File: config.mk
export PLATFORM = sky130hd
export DESIGN_NAME = mat_op_seq
export DESIGN_NICKNAME = d
export VERILOG_FILES = /design/src/rtl/mat_op_seq.sv
export SDC_FILE = /design/constraint.sdc
export NUM_CORES = 1
export LEC_CHECK = 0
export ABC_AREA = 1
export BUFFER_PORTS_ARGS = -buffer_cell sky130_fd_sc_hd__buf_2
export CAP_MARGIN = 0
export CORE_ASPECT_RATIO = 1.2
export CORE_UTILIZATION = 65
export DETAILED_ROUTE_END_ITERATION = 7
export PLACE_DENSITY = 0.88
export SETUP_SLACK_MARGIN = 0.05
export SLEW_MARGIN = 10
export SYNTH_ARGS = -nofsm -noshare
export SYNTH_HDL_FRONTEND = slang
export SYNTH_SLANG_ARGS = --single-unit
export TNS_END_PERCENT = 30
File: constraint.sdc
create_clock -name clk -period 8 [get_ports clk]
set_clock_uncertainty 0.2 [all_clocks]
set_input_delay 0.8 -clock clk [delete_from_list [all_inputs] [get_ports clk]]
set_output_delay 0.8 -clock clk [all_outputs]
set_load 0.01 [all_outputs]
File: src/rtl/mat_op_seq.sv
// Matrix operation sequencer: validates dimensions, then walks operands element by
// element through the store read ports and writes each result element in row-major order.
module mat_op_seq #(
    parameter int DATA_W  = 8,
    parameter int MAX_DIM = 5,
    parameter int DIM_W   = 3,
    parameter int ADDR_W  = 5,
    parameter int ACC_W   = 19
) (
    input  logic              clk,
    input  logic              rst_n,
    input  logic              start_op,
    input  logic [2:0]        op_sel,
    input  logic [DIM_W-1:0]  a_rows,
    input  logic [DIM_W-1:0]  a_cols,
    input  logic [DIM_W-1:0]  b_rows,
    input  logic [DIM_W-1:0]  b_cols,
    input  logic [DATA_W-1:0] scalar,
    input  logic [DATA_W-1:0] a_rdata,
    input  logic [DATA_W-1:0] b_rdata,
    output logic              rd_en,
    output logic [ADDR_W-1:0] a_addr,
    output logic [ADDR_W-1:0] b_addr,
    output logic              r_we,
    output logic [ADDR_W-1:0] r_addr,
    output logic [ACC_W-1:0]  r_wdata,
    output logic [DIM_W-1:0]  r_rows,
    output logic [DIM_W-1:0]  r_cols,
    output logic              busy,
    output logic              done,
    output logic              error_flag
);

    typedef enum logic [2:0] {
        S_IDLE, S_CHECK, S_READ, S_ACC, S_WRITE, S_DONE, S_ERR
    } state_t;

    localparam logic [2:0]       OP_ADD    = 3'd0;
    localparam logic [2:0]       OP_SCALE  = 3'd1;
    localparam logic [2:0]       OP_TRANS  = 3'd2;
    localparam logic [2:0]       OP_MMUL   = 3'd3;
    localparam logic [DIM_W-1:0] MAX_DIM_C = DIM_W'(MAX_DIM);
    localparam logic [DIM_W-1:0] ONE       = DIM_W'(1);

    state_t              state_q, state_d;
    logic [2:0]          op_q, op_d;
    logic [DIM_W-1:0]    ar_q, ar_d, ac_q, ac_d, br_q, br_d, bc_q, bc_d;
    logic [DATA_W-1:0]   scalar_q, scalar_d;
    logic [DIM_W-1:0]    i_q, i_d, j_q, j_d, k_q, k_d;
    logic [ACC_W-1:0]    acc_q, acc_d;
    logic                rd_en_q, r_we_q, done_q, err_q;
    logic [ADDR_W-1:0]   a_addr_q, a_addr_d, b_addr_q, b_addr_d, r_addr_q, r_addr_d;
    logic [ACC_W-1:0]    r_wdata_q, r_wdata_d;
    logic [DIM_W-1:0]    r_rows_q, r_rows_d, r_cols_q, r_cols_d;
    logic [DIM_W-1:0]    rows_c, cols_c;
    logic                bad, last;

    function automatic logic dim_bad(input logic [DIM_W-1:0] d);
        return (d == '0) || (d > MAX_DIM_C);
    endfunction

    // Row-major linear address: row * stride + col.
    function automatic logic [ADDR_W-1:0] lin(input logic [DIM_W-1:0] row,
                                              input logic [DIM_W-1:0] stride,
                                              input logic [DIM_W-1:0] col);
        return ADDR_W'(row) * ADDR_W'(stride) + ADDR_W'(col);
    endfunction

    always_comb begin
        state_d   = state_q;
        op_d      = op_q;
        ar_d      = ar_q;
        ac_d      = ac_q;
        br_d      = br_q;
        bc_d      = bc_q;
        scalar_d  = scalar_q;
        i_d       = i_q;
        j_d       = j_q;
        k_d       = k_q;
        acc_d     = acc_q;
        a_addr_d  = a_addr_q;
        b_addr_d  = b_addr_q;
        r_addr_d  = r_addr_q;
        r_wdata_d = r_wdata_q;
        r_rows_d  = r_rows_q;
        r_cols_d  = r_cols_q;
        rows_c    = ar_q;
        cols_c    = ac_q;
        bad       = 1'b0;
        last      = 1'b0;

        case (state_q)
            S_IDLE: begin
                if (start_op) begin
                    op_d     = op_sel;
                    ar_d     = a_rows;
                    ac_d     = a_cols;
                    br_d     = b_rows;
                    bc_d     = b_cols;
                    scalar_d = scalar;
                    state_d  = S_CHECK;
                end
            end
            S_CHECK: begin
                bad = dim_bad(ar_q) || dim_bad(ac_q);
                case (op_q)
                    OP_ADD:   bad = bad || (ar_q != br_q) || (ac_q != bc_q);
                    OP_SCALE: ;
                    OP_TRANS: begin
                        rows_c = ac_q;
                        cols_c = ar_q;
                    end
                    OP_MMUL: begin
                        bad    = bad || dim_bad(br_q) || dim_bad(bc_q) || (ac_q != br_q);
                        cols_c = bc_q;
                    end
                    default:  bad = 1'b1;
                endcase
                if (bad) begin
                    state_d = S_ERR;
                end else begin
                    r_rows_d = rows_c;
                    r_cols_d = cols_c;
                    i_d      = '0;
                    j_d      = '0;
                    k_d      = '0;
                    acc_d    = '0;
                    state_d  = S_READ;
                end
            end
            S_READ: state_d = S_ACC;
            S_ACC: begin
                state_d = S_WRITE;
                case (op_q)
                    OP_ADD:   acc_d = ACC_W'(a_rdata) + ACC_W'(b_rdata);
                    OP_SCALE: acc_d = ACC_W'(a_rdata) * ACC_W'(scalar_q);
                    OP_TRANS: acc_d = ACC_W'(a_rdata);
                    default: begin
                        acc_d = acc_q + ACC_W'(a_rdata) * ACC_W'(b_rdata);
                        if (k_q < ac_q - ONE) begin
                            k_d     = k_q + ONE;
                            state_d = S_READ;
                        end
                    end
                endcase
            end
            S_WRITE: begin
                acc_d = '0;
                k_d   = '0;
                last  = (i_q == r_rows_q - ONE) && (j_q == r_cols_q - ONE);
                if (j_q < r_cols_q - ONE) begin
                    j_d = j_q + ONE;
                end else begin
                    j_d = '0;
                    i_d = i_q + ONE;
                end
                state_d = last ? S_DONE : S_READ;
            end
            S_DONE:  state_d = S_IDLE;
            S_ERR:   state_d = S_IDLE;
            default: state_d = S_IDLE;
        endcase

        // Addresses are prepared one cycle ahead so they are registered alongside rd_en.
        if (state_d == S_READ) begin
            case (op_q)
                OP_TRANS: a_addr_d = lin(j_d, ac_q, i_d);
                OP_MMUL: begin
                    a_addr_d = lin(i_d, ac_q, k_d);
                    b_addr_d = lin(k_d, bc_q, j_d);
                end
                default: begin
                    a_addr_d = lin(i_d, ac_q, j_d);
                    b_addr_d = lin(i_d, ac_q, j_d);
                end
            endcase
        end
        if (state_d == S_WRITE) begin
            r_addr_d  = lin(i_q, r_cols_q, j_q);
            r_wdata_d = acc_d;
        end
    end

    always_ff @(posedge clk or negedge rst_n) begin
        if (!rst_n) begin
            state_q   <= S_IDLE;
            op_q      <= '0;
            ar_q      <= '0;
            ac_q      <= '0;
            br_q      <= '0;
            bc_q      <= '0;
            scalar_q  <= '0;
            i_q       <= '0;
            j_q       <= '0;
            k_q       <= '0;
            acc_q     <= '0;
            rd_en_q   <= 1'b0;
            r_we_q    <= 1'b0;
            done_q    <= 1'b0;
            err_q     <= 1'b0;
            a_addr_q  <= '0;
            b_addr_q  <= '0;
            r_addr_q  <= '0;
            r_wdata_q <= '0;
            r_rows_q  <= '0;
            r_cols_q  <= '0;
        end else begin
            state_q   <= state_d;
            op_q      <= op_d;
            ar_q      <= ar_d;
            ac_q      <= ac_d;
            br_q      <= br_d;
            bc_q      <= bc_d;
            scalar_q  <= scalar_d;
            i_q       <= i_d;
            j_q       <= j_d;
            k_q       <= k_d;
            acc_q     <= acc_d;
            rd_en_q   <= (state_d == S_READ);
            r_we_q    <= (state_d == S_WRITE);
            done_q    <= (state_d == S_DONE);
            err_q     <= (state_d == S_ERR);
            a_addr_q  <= a_addr_d;
            b_addr_q  <= b_addr_d;
            r_addr_q  <= r_addr_d;
            r_wdata_q <= r_wdata_d;
            r_rows_q  <= r_rows_d;
            r_cols_q  <= r_cols_d;
        end
    end

    assign rd_en      = rd_en_q;
    assign a_addr     = a_addr_q;
    assign b_addr     = b_addr_q;
    assign r_we       = r_we_q;
    assign r_addr     = r_addr_q;
    assign r_wdata    = r_wdata_q;
    assign r_rows     = r_rows_q;
    assign r_cols     = r_cols_q;
    assign busy       = (state_q == S_CHECK) || (state_q == S_READ) ||
                        (state_q == S_ACC)   || (state_q == S_WRITE);
    assign done       = done_q;
    assign error_flag = err_q;

endmodule

### Word-level counts from Yosys, hierarchy flattened

Cells that the tools add are included.

| operators by class | value |
|---|---|
| reductions and logical operators | 25 |
| eq/ne operators | 16 |
| add/subtract/negate cells | 13 |
| bitwise gates (word level) | 2 |
| mux-type cells | 25 |
| $lt $le $gt $ge | 6 |
| multiply operators | 6 |

Operators with widths:

| cell | count |
|---|---|
| $pmux 19 s3 | 2 |
| $mux 3 | 13 |
| $mul 8x8->16 | 2 |
| $add 5x3->5 | 5 |
| $mul 3x3->5 | 4 |
| $pmux 5 s2 | 2 |
| $add 19x16->19 | 1 |
| $mux 19 | 1 |
| $logic_not 3->1 | 6 |
| $pmux 3 s2 | 3 |
| $eq 3x2->1 const B | 5 |
| $pmux 3 s5 | 1 |
| $logic_or 1x1->1 | 13 |
| $eq 3x3->1 const B | 4 |
| $gt 3x3->1 const B | 4 |
| $add 3x1->3 const B | 3 |
| $add 8x8->9 | 1 |
| $ne 3x3->1 | 3 |
| $pmux 3 s3 | 1 |
| $sub 3x1->3 const B | 3 |
| $eq 3x1->1 const B | 2 |
| $eq 3x3->1 | 2 |
| $lt 3x3->1 | 2 |
| $reduce_and 2->1 | 3 |
| 6 further kinds | 7 |

| word-level totals | value |
|---|---|
| flip-flop bits (word level) | 98 |
| word-level logic and storage cells | 114 |
| input port bits | 42 |

### Longest topological paths before layout

| logic depth | value |
|---|---|
| word-level depth | 13 |
| gate-level depth with buffers | 31 |
| depth with buffers taken out | 30 |

### Worst setup path after synthesis

Ideal clock, no wire load.

| path | value |
|---|---|
| path kind | in2reg |
| start | input port a_rdata[0] |
| end | register r_wdata_q[18] (netlist: r_wdata[18]) |
| stages | 20 |
| path slack | 2609 ps |
| arrival time | 5126 ps |
| data required time | 7734 ps |
| library setup time | 66 ps |
| path through | clkbuf_1 clkbuf_1 nand2_1 fa_1 fa_1 inv_1 fa_1 fa_1 ha_1 inv_1 nor3_1 nand2_1 nand3_1 a21boi_0 o21ai_0 a21oi_1 xor2_1 o21ai_1 nand2_1 nand2_1 |

| between the ends | value |
|---|---|
| cells in the longest elaborated chain, start to end | 4 |

Ends and longest elaborated chain:

| element | line | RTL |
|---|---|---|
| start, declared | 19 | `input logic [DATA_W-1:0] a_rdata,` |
| $mul 8x8->16 | 139 | `acc_d = acc_q + ACC_W'(a_rdata) * ACC_W'(b_rdata);` |
| $add 19x16->19 | 139 |  |
| $pmux 19 s3 | 134 | `case (op_q)` |
| $pmux 19 s3 | 92 | `case (state_q)` |
| via acc_d[18] | 50 | `logic [ACC_W-1:0] acc_q, acc_d;` |
| end signal, assigned | 226 | `r_wdata_q <= r_wdata_d;` |
| end, declared | 53 | `logic [ACC_W-1:0] r_wdata_q, r_wdata_d;` |

The timed path passes the listed nets, and every way through them passes these cells.
A chain may end at the register's enable or synchronous reset.

### Worst setup path in the final report

| path | value |
|---|---|
| start | register ac_q[0] |
| end | register b_addr_q[4] (netlist: b_addr[4]) |

| between the ends | value |
|---|---|
| cells in the longest elaborated chain, start to end | 13 |
| elaborated cells on any way between the ends | 34 |

Ends and longest elaborated chain:

| element | line | RTL |
|---|---|---|
| start, declared | 47 | `logic [DIM_W-1:0] ar_q, ar_d, ac_q, ac_d, br_q, br_d, bc_q, bc_d;` |
| start signal, assigned | 189 | `ac_q <= '0;` |
| start signal, assigned | 211 | `ac_q <= ac_d;` |
| $gt 3x3->1 or $logic_not 3->1 (tied branches) | 59 | `return (d == '0) \|\| (d > MAX_DIM_C);` |
| $logic_or 1x1->1 | 59 |  |
| $logic_or 1x1->1 | 105 | `bad = dim_bad(ar_q) \|\| dim_bad(ac_q);` |
| $logic_or 1x1->1 (3 in a row) | 114 | `bad = bad \|\| dim_bad(br_q) \|\| dim_bad(bc_q) \|\| (ac_q != br_q);` |
| $pmux 1 s3 | 106 | `case (op_q)` |
| $mux 1 | 92 |  |
| $mux 3 | 119 | `if (bad) begin` |
| $pmux 3 s3 * | 92 |  |
| via k_d[1] | 49 | `logic [DIM_W-1:0] i_q, i_d, j_q, j_d, k_q, k_d;` |
| $mul 3x3->5 * | 66 | `return ADDR_W'(row) * ADDR_W'(stride) + ADDR_W'(col);` |
| $add 5x3->5 * | 66 |  |
| $pmux 5 s2 * | 166 | `case (op_q)` |
| end signal, assigned | 224 | `b_addr_q <= b_addr_d;` |
| end, declared | 52 | `logic [ADDR_W-1:0] a_addr_q, a_addr_d, b_addr_q, b_addr_d, r_addr_q, r_addr_d;` |

The timed path passes the listed nets; every way through them passes the cells marked *. The select of a mux whose other input is x is not followed.

==> run_results.csv <==
group,metric,value,unit
status,outcome,"finished, final reports clean",
grt,top_usage_layer,"met2",
detailed_routing,ant_nets,0,
timing,tns,0,ps
logic_synthesis,netlist_area,11000,um^2
logic_synthesis,yosys.area.top_type,"dfrtp_1",
critical_path,cp-start-kind,"flip-flop",
grt,met2_usage,62.3,%
grt,grt_max_degree,77,
cts,clk_pin_slew,70,ps
cts,cts_tree,"built",
placed_design,hpwl,21700,um
floorplanning,die-area,17400,um^2
grt,grt_pass1_wl,45300,um
logic_synthesis,synth_top_family_by_area,"adder cells",
logic_synthesis,postSynthCellCount,1413,
cts,htreeDepth,3,
detailed_routing,viasPerCell,5.66,
timing,fin_crit,5880,ps
logic_synthesis,synth_xor_area_share,2.48,%
cts,root_buffer,"clkbuf_16",
logic_synthesis,synth_cell_types,51,
grt,use_met3,5.28,%
cts,post-cts-setup-buffer-count,0,
floorplanning,coreArea,16300,um^2
detailed_routing,first_pass_iters,6,
final_layout,mostFrequentLayoutCell,"nand2_1",
timing,finalSetupViolCount,0,
grt,grt_overflow,0,
logic_synthesis,netlist.area_leader.share,22.4,%
cts,cts_num_sinks,98,
logic_synthesis,ys.warnings.count,0,
detailed_routing,wirelength,27600,um
logic_synthesis,async_reset_ff_share,100,%
logic_synthesis,ys.flop_type,"dfrtp_1",
cts,clk_path_buf_depth,2,
final_layout,final_layout_size_suffix_gt1_share,10.8,%
logic_synthesis,yosysSeqAreaShare,22.4,%
floorplanning,std_cell_rows,51,
cts,insertion_delay,360,ps
logic_synthesis,synthSimpleGateAreaFrac,20.7,%
floorplanning,fp.dieW,121,um
timing,slew_viol_final,0,
timing,relSlewSlack,38.6,%
detailed_routing,drt-initial-drc-count,628,
logic_synthesis,syn_avg_cell_area,7.75,um^2
critical_path,arrival,5970,ps
timing,tightest_slew,921,ps
critical_path,reg2regPathDepth,26,
cts,cts_resized,0,
detailed_routing,vias,9559,
timing,rsz0062_at_grt,"false",
grt,track_usage,33.6,%
final_layout,area_growth,7.85,%
cts,cts_made_buffers,9,
detailed_routing,wl_per_cell,16.4,um
logic_synthesis,yosys.area_share.adder,33.2,%
flow_run,maxCapViolCount,0,
logic_synthesis,syn_nets,1686,
grt,grt_pass1_vias,9981,
final_layout,nNetsFinal,1745,
placed_design,portBuffers,86,
grt,antenna_found_initial,1,
floorplanning,start_util,67.1,%
floorplanning,dieHeight,144,um
final_layout,fillers,1326,
final_layout,mostFrequentLayoutCells,"nand2_1 (374), inv_1 (277), ha_1 (131), fa_1 (100), dfrtp_1 (98)",
worst_hold_path,hold_path_class,"input pin to async pin",
critical_path,endpoint_kind,"flip-flop",
logic_synthesis,synthMuxAreaShare,0.925,%
logic_synthesis,ys_top_cells_by_area,"dfrtp_1 (22%), fa_1 (18%), ha_1 (15%)",
cts,ctsHoldBuffers,0,
detailed_routing,route.detailed.drc,0,
timing,period_share,73.5,%
grt,gr-usage-met1,35.5,%
final_layout,design_area,11800,um^2
placed_design,place_area,11500,um^2
timing,hold_viol,0,
critical_path,cp.required,8090,ps
timing,hold-worst-slack,147,ps
timing,max_freq,170,MHz
logic_synthesis,synth_edf_count,0,
logic_synthesis,ys_seq_elements,98,
critical_path,crit_type,"flip-flop to flip-flop",
logic_synthesis,synth_compound_area_share,8.62,%
placed_design,gp_congestion,0.961,
floorplanning,num_io_pins,87,
critical_path,crit_fanout,27,
[flip-flops by register name, summed over array words and instances (netlist names)]
name,cells
rd_en,1
scalar_q,8
b_addr,5
error_flag,1
ar_q,3
op_q,3
i_q,3
done,1
r_addr,5
br_q,3
r_cols,3
a_addr,5
j_q,3
k_q,3
r_rows,3
r_we,1
state_q,3
bc_q,3
ac_q,3
acc_q,19
r_wdata,19
[critical path, stage by stage, from the launching register on]
cell and delay [ps]:
dfrtp_1 530, inv_2 180, ha_1 240, xnor2_1 130, ha_1 310, a21o_1 170, a21oi_1 260, nand2_2 110
nand2_2 430, inv_2 340, nor2_1 170, inv_1 70, a22oi_1 250, inv_1 170, nand2_1 110, fa_1 450
fa_1 590, inv_1 60, ha_1 290, nand3_1 70, nand2_1 60, xor2_1 150, inv_1 60, nand4_1 90
nand3_1 120, nand2_1 60, o21ai_1 130
[worst paths after layout]
| path | endpoint | startpoint | slack [ps] |
|---|---|---|---|
| max | b_addr[4] | ac_q[0] | 2120 |
| max in group asynchronous | a_addr[3] | rst_n | 6200 |
| min in group clk | r_addr[2] | r_addr[2] | 280 |
| max reg2reg | b_addr[4] | ac_q[0] | 2120 |
| min | r_addr[1] | rst_n | 150 |
| min reg2reg | r_addr[2] | r_addr[2] | 280 |
[synthesized netlist by cell type (2+ instances only)]
cell type / instances
a21boi_0: 3
a21o_1: 4
a21oi_1: 63
a221oi_1: 2
a22oi_1: 2
a31oi_1: 8
buf_1: 2
buf_2: 8
clkbuf_1: 31
dfrtp_1: 98
fa_1: 100
ha_1: 131
inv_1: 277
inv_2: 13
mux2_2: 9
nand2_1: 374
nand2_2: 8
nand3_1: 43
nand3b_1: 3
nand4_1: 8
nor2_1: 77
nor2_2: 2
nor2_4: 5
nor3_1: 10
o2111ai_1: 2
o211ai_1: 5
o21ai_0: 49
o21ai_1: 5
o21ai_2: 3
o21bai_1: 2
o221ai_1: 4
o22ai_1: 7
o31ai_1: 2
or2_2: 7
xnor2_1: 14
xor2_1: 17
[through the flow]
stage	setup WS, ps	utilization (%)	cells
floorplan	2610	-	1413
global placement	2280	70.5	1673
detailed placement	2220	70.5	1673
CTS	2170	72.3	1689
global route	1700	72.3	1689
finish	2120	72.3	1690
[layer usage]
| layer | share of wire, % | wire, um | up-vias |
|---|---|---|---|
| met5 | 0 | 0 | - |
| met4 | 5.1 | 1410 | 0 |
| met3 | 5.0 | 1370 | 121 |
| met2 | 53 | 14600 | 342 |
| met1 | 37 | 10200 | 4601 |
| li1 | - | - | 4495 |
[cell families after synthesis]
group,count (synthesis)
xor gates and xnor gates,31
muxes,9
AOI/OAI and AO/OA,165
buffers and inverters,334
and+or+nand+nor,545
adders and majority gates,231
DFF,98
[area by class of cell]
class | instances | area, um^2 | area share [%]
Timing Repair Buffer | 91 | 470 | 3.98
Clock inverter | 6 | 58.8 | 0.498
Inverter | 291 | 1090 | 9.27
Sequential cell | 98 | 2450 | 20.8
Multi-Input combinational cell | 981 | 7230 | 61.2
Antenna cell | 1 | 2.50 | 0.0212
Clock buffer | 10 | 239 | 2.02
Tap cell | 212 | 265 | 2.25
Power is left out: the tool's default activity adds up to more than one toggle a clock period on the data nets, which glitch-free logic cannot reach.
